### src/rtl/pipeline_hazard_ctrl.sv
// rtl/pipeline_hazard_ctrl.sv - stall/flush/PCSel sequencer for the 5-stage RV32 pipeline
// Define HAZ_PERF_CNT_EN to build the stall_cnt/flush_cnt performance counters.
`ifndef JAL
`define JAL 7'b1101111
`endif
`ifndef JALR
`define JALR 7'b1100111
`endif

module pipeline_hazard_ctrl #(
  parameter int CNT_W      = 32,
  parameter int MC_MAX_CYC = 40
) (
  input  logic             clk,
  input  logic             rst,
  input  logic [4:0]       id_rs1,
  input  logic [4:0]       id_rs2,
  input  logic             id_use_rs1,
  input  logic             id_use_rs2,
  input  logic [4:0]       ex_rd,
  input  logic             ex_memread,
  input  logic [6:0]       ex_opcode,
  input  logic             ex_BrEn,
  input  logic             ex_mc_start,
  input  logic             mc_done,
  input  logic             mem_req,
  input  logic             mem_ready,
  output logic [1:0]       PCSel,
  output logic             pc_write,
  output logic             ifid_write,
  output logic             idex_write,
  output logic             exmem_write,
  output logic             ifid_flush,
  output logic             idex_flush,
  output logic             exmem_flush,
  output logic             memwb_flush,
  output logic [1:0]       state_o,
  output logic             mc_timeout,
  output logic [CNT_W-1:0] stall_cnt,
  output logic [CNT_W-1:0] flush_cnt
);

  typedef enum logic [1:0] {
    RUN      = 2'b00,
    MEM_WAIT = 2'b01,
    MC_WAIT  = 2'b10,
    UNUSED   = 2'b11
  } state_t;

  localparam logic [1:0] PC_SEQ  = 2'b00;
  localparam logic [1:0] PC_TGT  = 2'b01;
  localparam logic [1:0] PC_HOLD = 2'b10;

  state_t state, next_state;
  logic   mc_pend, mc_pend_next;
  logic   mem_wait, ctrl_xfer, load_use, mc_ctx, mc_stall, redirect;

  assign mem_wait  = mem_req && !mem_ready;
  assign ctrl_xfer = ex_BrEn || (ex_opcode == `JAL) || (ex_opcode == `JALR);
  assign load_use  = ex_memread && (ex_rd != 5'd0) &&
                     ((id_use_rs1 && (id_rs1 == ex_rd)) || (id_use_rs2 && (id_rs2 == ex_rd)));

  // A memory wait that interrupted a MUL/DIV resumes the multi-cycle wait once MEM completes.
  assign mc_ctx   = (state == MC_WAIT) || ((state == MEM_WAIT) && mc_pend);
  assign mc_stall = mc_ctx ? !mc_done : (ex_mc_start && !mc_done);

  always_ff @(posedge clk or negedge rst) begin
    if (!rst) begin
      state   <= RUN;
      mc_pend <= 1'b0;
    end else begin
      state   <= next_state;
      mc_pend <= mc_pend_next;
    end
  end

  always_comb begin
    next_state   = RUN;
    mc_pend_next = 1'b0;
    redirect     = 1'b0;
    PCSel        = PC_SEQ;
    pc_write     = 1'b1;
    ifid_write   = 1'b1;
    idex_write   = 1'b1;
    exmem_write  = 1'b1;
    ifid_flush   = 1'b0;
    idex_flush   = 1'b0;
    exmem_flush  = 1'b0;
    memwb_flush  = 1'b0;
    if (mem_wait) begin
      PCSel        = PC_HOLD;
      pc_write     = 1'b0;
      ifid_write   = 1'b0;
      idex_write   = 1'b0;
      exmem_write  = 1'b0;
      memwb_flush  = 1'b1;
      next_state   = MEM_WAIT;
      mc_pend_next = mc_ctx || (ex_mc_start && !mc_done);
    end else if (mc_stall) begin
      PCSel       = PC_HOLD;
      pc_write    = 1'b0;
      ifid_write  = 1'b0;
      idex_write  = 1'b0;
      exmem_flush = 1'b1;
      next_state  = MC_WAIT;
    end else if (ctrl_xfer) begin
      PCSel      = PC_TGT;
      ifid_flush = 1'b1;
      idex_flush = 1'b1;
      redirect   = 1'b1;
    end else if (load_use) begin
      PCSel      = PC_HOLD;
      pc_write   = 1'b0;
      ifid_write = 1'b0;
      idex_flush = 1'b1;
    end
    if (!rst) begin
      redirect    = 1'b0;
      PCSel       = PC_HOLD;
      pc_write    = 1'b0;
      ifid_write  = 1'b0;
      idex_write  = 1'b0;
      exmem_write = 1'b0;
      ifid_flush  = 1'b1;
      idex_flush  = 1'b1;
      exmem_flush = 1'b1;
      memwb_flush = 1'b1;
    end
  end

  assign state_o = state;

  generate
    if (MC_MAX_CYC > 0) begin : g_wdog
      localparam int WD_W = $clog2(MC_MAX_CYC + 1);
      logic [WD_W-1:0] mc_cnt;
      // mc_cnt holds the number of MC_WAIT cycles spent so far, including the current one.
      always_ff @(posedge clk or negedge rst) begin
        if (!rst) begin
          mc_cnt     <= '0;
          mc_timeout <= 1'b0;
        end else if (next_state == MC_WAIT) begin
          if (mc_cnt != WD_W'(MC_MAX_CYC)) mc_cnt <= mc_cnt + WD_W'(1);
          if (mc_cnt >= WD_W'(MC_MAX_CYC - 1)) mc_timeout <= 1'b1;
        end else begin
          mc_cnt <= '0;
        end
      end
    end else begin : g_no_wdog
      assign mc_timeout = 1'b0;
    end
  endgenerate

`ifdef HAZ_PERF_CNT_EN
  always_ff @(posedge clk or negedge rst) begin
    if (!rst) begin
      stall_cnt <= '0;
      flush_cnt <= '0;
    end else begin
      if (!pc_write) stall_cnt <= stall_cnt + CNT_W'(1);
      if (redirect)  flush_cnt <= flush_cnt + CNT_W'(1);
    end
  end
`else
  assign stall_cnt = '0;
  assign flush_cnt = '0;
`endif

endmodule

### config.mk
export PLATFORM = sky130hd
export DESIGN_NAME = pipeline_hazard_ctrl
export DESIGN_NICKNAME = d
export VERILOG_FILES = /design/src/rtl/pipeline_hazard_ctrl.sv
export SDC_FILE = /design/constraint.sdc
export NUM_CORES = 1
export LEC_CHECK = 0
export CORE_ASPECT_RATIO = 1.75
export CORE_MARGIN = 2
export CORE_UTILIZATION = 40
export CTS_CLUSTER_SIZE = 8
export DETAILED_ROUTE_END_ITERATION = 10
export DONT_BUFFER_PORTS = 1
export SYNTH_ARGS = -nofsm -noshare
export SYNTH_HDL_FRONTEND = slang
export SYNTH_SLANG_ARGS = --single-unit
### constraint.sdc
create_clock -name clk -period 2.28 [get_ports clk]
set_input_delay 0.684 -clock clk [delete_from_list [all_inputs] [get_ports clk]]
set_output_delay 0.684 -clock clk [all_outputs]
set_load 0.01 [all_outputs]
==> key figures, run 1 <==
Logic synthesis
  – Largest area contributor in the synthesized netlist: buf_4
  – Post-synth EDFFs: 0
  – Area of the mapped netlist: 1190 um2
  – FFs w/ async S/R, synth: 100%
  – Most common cell in the netlist: buf_4
  – Mapped Cells: 139
  – Top cells by area, synth: buf_4 (41%), dfrtp_1 (21%), xor2_1 (7.3%), xnor2_1 (3.7%), nor2_1 (2.2%)
  – Syn. warnings: 0
  – Mean post-synth cell area: 8.59 um2
  – Top FF cell, synth: dfrtp_1
  – Yosys top cell area share: 40.9%
  – Synth Register Bits: 10
  – Post-synthesis sequential area ratio: 21.0%
  – Yosys cell types: 34
  – Synth top cells by count: buf_4 (65), dfrtp_1 (10), xor2_1 (10)

Setup path
  – CP cell instances: xor2_1 -> nor4_2 -> a32oi_1 -> o311ai_1 -> buf_4
  – Slowest stage cell, crit path: o311ai_1
  – CP arrival: 1.74 ns
  – Critical path class: in2out
  – Worst reg-to-reg path cell count: 6
  – CP Capture Type: output port
  – Required @ worst endpoint: 1.60 ns
  – Reg2reg setup slack: 0.66 ns
  – Crit path from: ex_rd[1]
  – Critical path fanouts, max: 3
  – Reg2Reg Launch Point: state_o[0]
  – Crit path largest cell delay: 0.29 ns
  – Critical path startpoint category: input port
  – Worst flop-to-flop path endpoint: mc_timeout

STA
  – Min Hold Slack: 0.142 ns
  – Final setup vio count: 4
  – RSZ-0062 raised after global routing: yes
  – Max Clk Rate: 413 MHz
  – Final Hold Vio Count: 0
  – Final period util: 106%
  – Clock skew: 0.00169 ns
  – Min setup slack post-route: -0.140 ns
  – Post-layout min period: 2.42 ns
  – Fin. max-slew vios: 0

Routing
  – Final ANT Viol Nets: 0
  – Detailed-route wire length: 1850 um
  – Drt drc: 0
  – Vias post-DR: 732
  – WL/cell: 10.6 um
  – DRT iter0 DRCs: 10
  – DR pass1 iterations: 6
  – Vias per cell: 4.21

Finish
  – Area of the multi-input gates: 674 um2
  – Number of fill cells: 326
  – Fraction of layout cells with a size suffix above 1: 11.6%
  – Register area: 250 um2
  – Area Overhead vs Synth: -9.12%
  – Final Core Density: 37.5%
  – ANT cells: 0
  – # nets final: 181
  – Design Area, Final: 1080 um2

GRT
  – Number of global-route vias before repair: 631
  – Tot GR Track Use: 10.1%
  – First-pass GRT wire length: 2590 um
  – Overflow after GRT: 0
  – Initial antenna violation count: 0
  – Largest net degree at the start of global routing: 15

Placement
  – Port bufs: 0
  – Routability Congestion: 0.646
  – Detail Placement HPWL: 1620 um
  – Placed instance area: 1010 um2

Die
  – # IOs: 109
  – Die ar.: 3450 um2
  – Initial Util: 41.2%
  – Core Box Area: 2900 um2
  – Row cnt: 26
  – Die height: 76.3 um
  – Die width: 45.3 um

Power
  – Internal power: 0.371 mW
  – Net Sw Frac: 30.2%
  – Power Density: 490 nW/um2
  – Combinational cell fraction of total power: 23.5%
  – Sequential share of power: 35.4%
  – P_sw: 0.161 mW
  – P_leak: 0.591 nW
  – Clk pwr share: 41.1%
  – VDD IR max: 0.282 mV

Run status
  – Status: finished, violations left
  – Failing checks: negative setup slack

Clocking
  – Clock Latency Late Sink: 0.23 ns
  – CTS buffer count: 3
  – Maximum clock path buffer count: 2
  – Clock Sinks: 10
  – Root cell of the clock tree: clkbuf_8
  – Clock slew seen by the registers of the worst setup and hold paths: 0.05 ns
  – CTS tree: built
  – Post-cts hold buffer count: 0
  – Max H-tree Level: 1

Min path
  – HP Class: in2async

Job
  – Max-capacitance violation count: 0
layer usage:
metal | wire [um] | up-vias | share of wire [%] | track usage, %
li1 | - | 336 | - | -
met1 | 484 | 342 | 26 | 8.26
met2 | 1150 | 50 | 62 | 19.1
met3 | 182 | 4 | 9.8 | 3.32
met4 | 31 | 0 | 1.7 | 5.29
met5 | 0 | - | 0 | 0
flip-flops by register name (all words and copies together), names as in the netlist:
name,count
mc_timeout,1
g_wdog.mc_cnt,6
state_o,2
mc_pend,1
worst max-delay path, delay by kind of cell:
kind            cells  cell delay, ns
xor+xnor            1            0.14
simple gates        1            0.26
buf+inv             1            0.16
compound gates      2            0.48
cell families after synthesis:
kind of cell / Yosys count / synth area share, %
adders and majority gates: 2 / 2.10
buffers and inverters: 72 / 43.9
AOI/OAI and AO/OA: 10 / 7.86
and+or+nand+nor: 28 / 13.0
xor gates and xnor gates: 15 / 11.0
DFF: 10 / 21.0
muxes: 1 / 0.839
other: 1 / 0.314
how the worst max path moves through the flow:
stage            endpoint  slack (ns)  cells past startpoint
2_1_floorplan    pc_write       -0.13                      5
4_1_cts        idex_flush       -0.16                      5
6_report       idex_flush       -0.14                      5
3_3_place_gp   idex_flush       -0.14                      5
5_1_grt        idex_flush       -0.24                      5
3_5_place_dp   idex_flush       -0.18                      5
metrics by stage:
step | std cells | power (mW) | TNS, ns | setup slack [ns]
after CTS | 174 | 0.533 | -0.495 | -0.163
after global placement | 170 | 0.304 | -0.471 | -0.137
after global routing | 174 | 0.565 | -0.708 | -0.238
after detailed placement | 170 | 0.307 | -0.559 | -0.182
final | 174 | 0.532 | -0.452 | -0.140
after floorplan | 202 | 0.374 | -0.234 | -0.135
power by group through the flow:
stage | sequential (mW) | clock, mW | combinational (mW)
after floorplan | 0.190 | 0 | 0.184
after global placement | 0.190 | 0 | 0.114
after detailed placement | 0.191 | 0 | 0.116
after CTS | 0.188 | 0.228 | 0.117
after global routing | 0.189 | 0.238 | 0.138
final | 0.188 | 0.219 | 0.125
cells in the final DEF, fill, tap and decap left out, types with 2 or more instances in the layout:
cell	netlist	final
and3_1	2	2
buf_4	65	6
clkbuf_8	0	4
conb_1	1	64
dfrtp_1	10	10
ha_1	2	2
inv_1	5	5
nand2_1	3	3
nand2b_1	2	2
nand3_1	3	3
nor2_1	7	7
nor4_2	0	2
xnor2_1	5	5
xor2_1	10	10
final cells by class:
class,instances,area share [%]
Sequential cell,10,23.1
Inverter,6,2.31
Timing Repair Buffer,6,4.15
Tap cell,28,3.23
Clock buffer,4,5.07
Multi-Input combinational cell,120,62.2
what timing repair did:
action,in CTS,in global routing
hold endpoints to repair,0,0
setup buffers,0,0
cloned,0,0
setup endpoints to repair,4,4
gates resized for setup,1,3
pin swaps,4,2
No activity file was read; power rests on OpenSTA's default activity.
==> inputs of run 2 (changes only) <==
- CORE_UTILIZATION: 40 -> 28
- DONT_BUFFER_PORTS: 1 -> unset
- PLACE_DENSITY: unset -> 0.77
- SLEW_MARGIN: unset -> 20
==> run 2 against run 1 <==
Against the previous run:
- critical path depth increased by 2
- non-clock buffer count increased by 59
- the flow still finishes with violations (negative setup slack)
- first-iteration DRC count decreased by 10%
==> key figures, run 2 (synthesis gave the netlist of run 1 again) <==
Run status
  – Status: finished, violations left
  – Failing checks: negative setup slack

Finish
  – # nets final: 240
  – Most frequent cells in the layout: conb_1 (64), buf_4 (17), buf_6 (12), buf_2 (11)
  – Most common cell after layout, fill and taps aside: conb_1
  – Fin cells: 254
  – Final Core Density: 41.7%
  – ANT cells: 0
  – Design Area, Final: 1710 um2
  – Top reg by flops: g_wdog.mc_cnt
  – Max reg flops: 6
  – Area Overhead vs Synth: 43.6%
  – Fraction of layout cells with a size suffix above 1: 33.2%

Die
  – # IOs: 109
  – Die ar.: 4820 um2
  – Core Box Area: 4110 um2
  – Row cnt: 31
  – Initial Util: 29.0%
  – Die height: 90.4 um
  – Die width: 53.4 um

Clocking
  – Maximum clock path buffer count: 2
  – CTS tree: built
  – Root cell of the clock tree: clkbuf_8
  – Clock Sinks: 10
  – Clock Latency Late Sink: 0.24 ns
  – Post-cts hold buffer count: 0
  – CTS buffer count: 3
  – Max H-tree Level: 1
  – Clock slew seen by the registers of the worst setup and hold paths: 0.05 ns

Setup path
  – Critical path fanouts, max: 3
  – Critical path startpoint category: input port
  – CP arrival: 1.98 ns
  – Worst reg-to-reg path cell count: 7
  – Required @ worst endpoint: 1.60 ns
  – Critical path class: in2out
  – CP Capture Type: output port

STA
  – Clock skew: 0.000660 ns
  – Final period util: 117%
  – Final Hold Vio Count: 0
  – Final setup vio count: 6
  – Fin. max-slew vios: 0
  – Post-layout min period: 2.66 ns
  – Max Clk Rate: 375 MHz
  – Min Hold Slack: 0.480 ns
  – Min setup slack post-route: -0.385 ns
  – RSZ-0062 raised after global routing: yes

Min path
  – HP Class: reg2reg
  – Hold path depth: 1

Routing
  – WL/cell: 11.9 um
  – Final ANT Viol Nets: 0
  – Drt drc: 0
  – Detailed-route wire length: 3030 um
  – Vias post-DR: 1020
  – DR pass1 iterations: 4
  – DRT iter0 DRCs: 9
  – Vias per cell: 4.02

Placement
  – Placed instance area: 1510 um2
  – Placed Cells: 240
  – Detail Placement HPWL: 2180 um
  – Routability Congestion: 0.719
  – Post-Place Worst Slack: -1.22 ns
  – Port bufs: 43

Power
  – Power Density: 387 nW/um2
  – P_leak: 0.908 nW
  – VDD IR max: 0.174 mV

GRT
  – Initial antenna violation count: 0
  – Overflow after GRT: 0
  – First-pass GRT wire length: 3980 um
  – Number of global-route vias before repair: 900
  – Tot GR Track Use: 11.4%
  – Largest net degree at the start of global routing: 14

Job
  – Max-capacitance violation count: 0
run 2: changes by cell type in the layout (fill, tap and decap cells not counted), sizes merged:
cell           delta
clkdlybuf4s50     +6
buf              +35
clkbuf            +1
clkdlybuf4s15     +7
dlygate4sd2      +10
run 2: what timing repair did:
item / in CTS / in global routing
endpoints found under the setup margin: 10 / 9
buffers inserted: 9 / 5
cloned: 0 / 0
resized for setup: 128 / 15
pin swaps: 20 / 7
run 2: final timing paths:
check / from / to / slack, ns
max: ex_rd[2] / pc_write / -0.38
min: mc_timeout / mc_timeout / 0.48
max reg2reg: state_o[0] / mc_timeout / 0.59
min reg2reg: mc_timeout / mc_timeout / 0.48
max in group asynchronous: rst / g_wdog.mc_cnt[5] / 1.59
min in group asynchronous: rst / g_wdog.mc_cnt[4] / 0.52
run 2: layout make-up:
class / instances / area (um2)
well taps: 49 / 61.3
multi-input cells: 120 / 766
clock buffers: 4 / 55.1
flip-flops and latches: 10 / 250
repair buffers: 65 / 557
inverters: 6 / 25.0
fillers: 386 / 2400
run 2: power breakdown:
part / switching (mW) / internal (mW) / total (mW)
Sequential: 0.00285 / 0.183 / 0.186
Clock: 0.0739 / 0.152 / 0.226
Combinational: 0.136 / 0.116 / 0.252
run 2: stage by stage:
stage	setup TNS [ns]	total power, mW
6_report	-1.59	0.664
3_3_place_gp	-8.76	0.405
2_1_floorplan	-0.234	0.374
4_1_cts	-1.77	0.647
5_1_grt	-1.97	0.696
3_5_place_dp	-8.86	0.408
run 2: layer usage:
layer / vias to the layer above / share of wire [%] / GRT usage [%] / wire [um]
li1: 453 / - / - / -
met1: 468 / 26 / 8.16 / 798
met2: 90 / 55 / 22.8 / 1660
met3: 9 / 15 / 3.31 / 442
met4: 0 / 4.1 / 6.62 / 123
met5: - / 0 / 0 / 0
run 2: critical path: stages:
cell     delay, ns
buf_8         0.10
xor2_2        0.17
nor4_2        0.27
a32oi_1       0.16
buf_4         0.17
o31a_1        0.27
buf_2         0.15
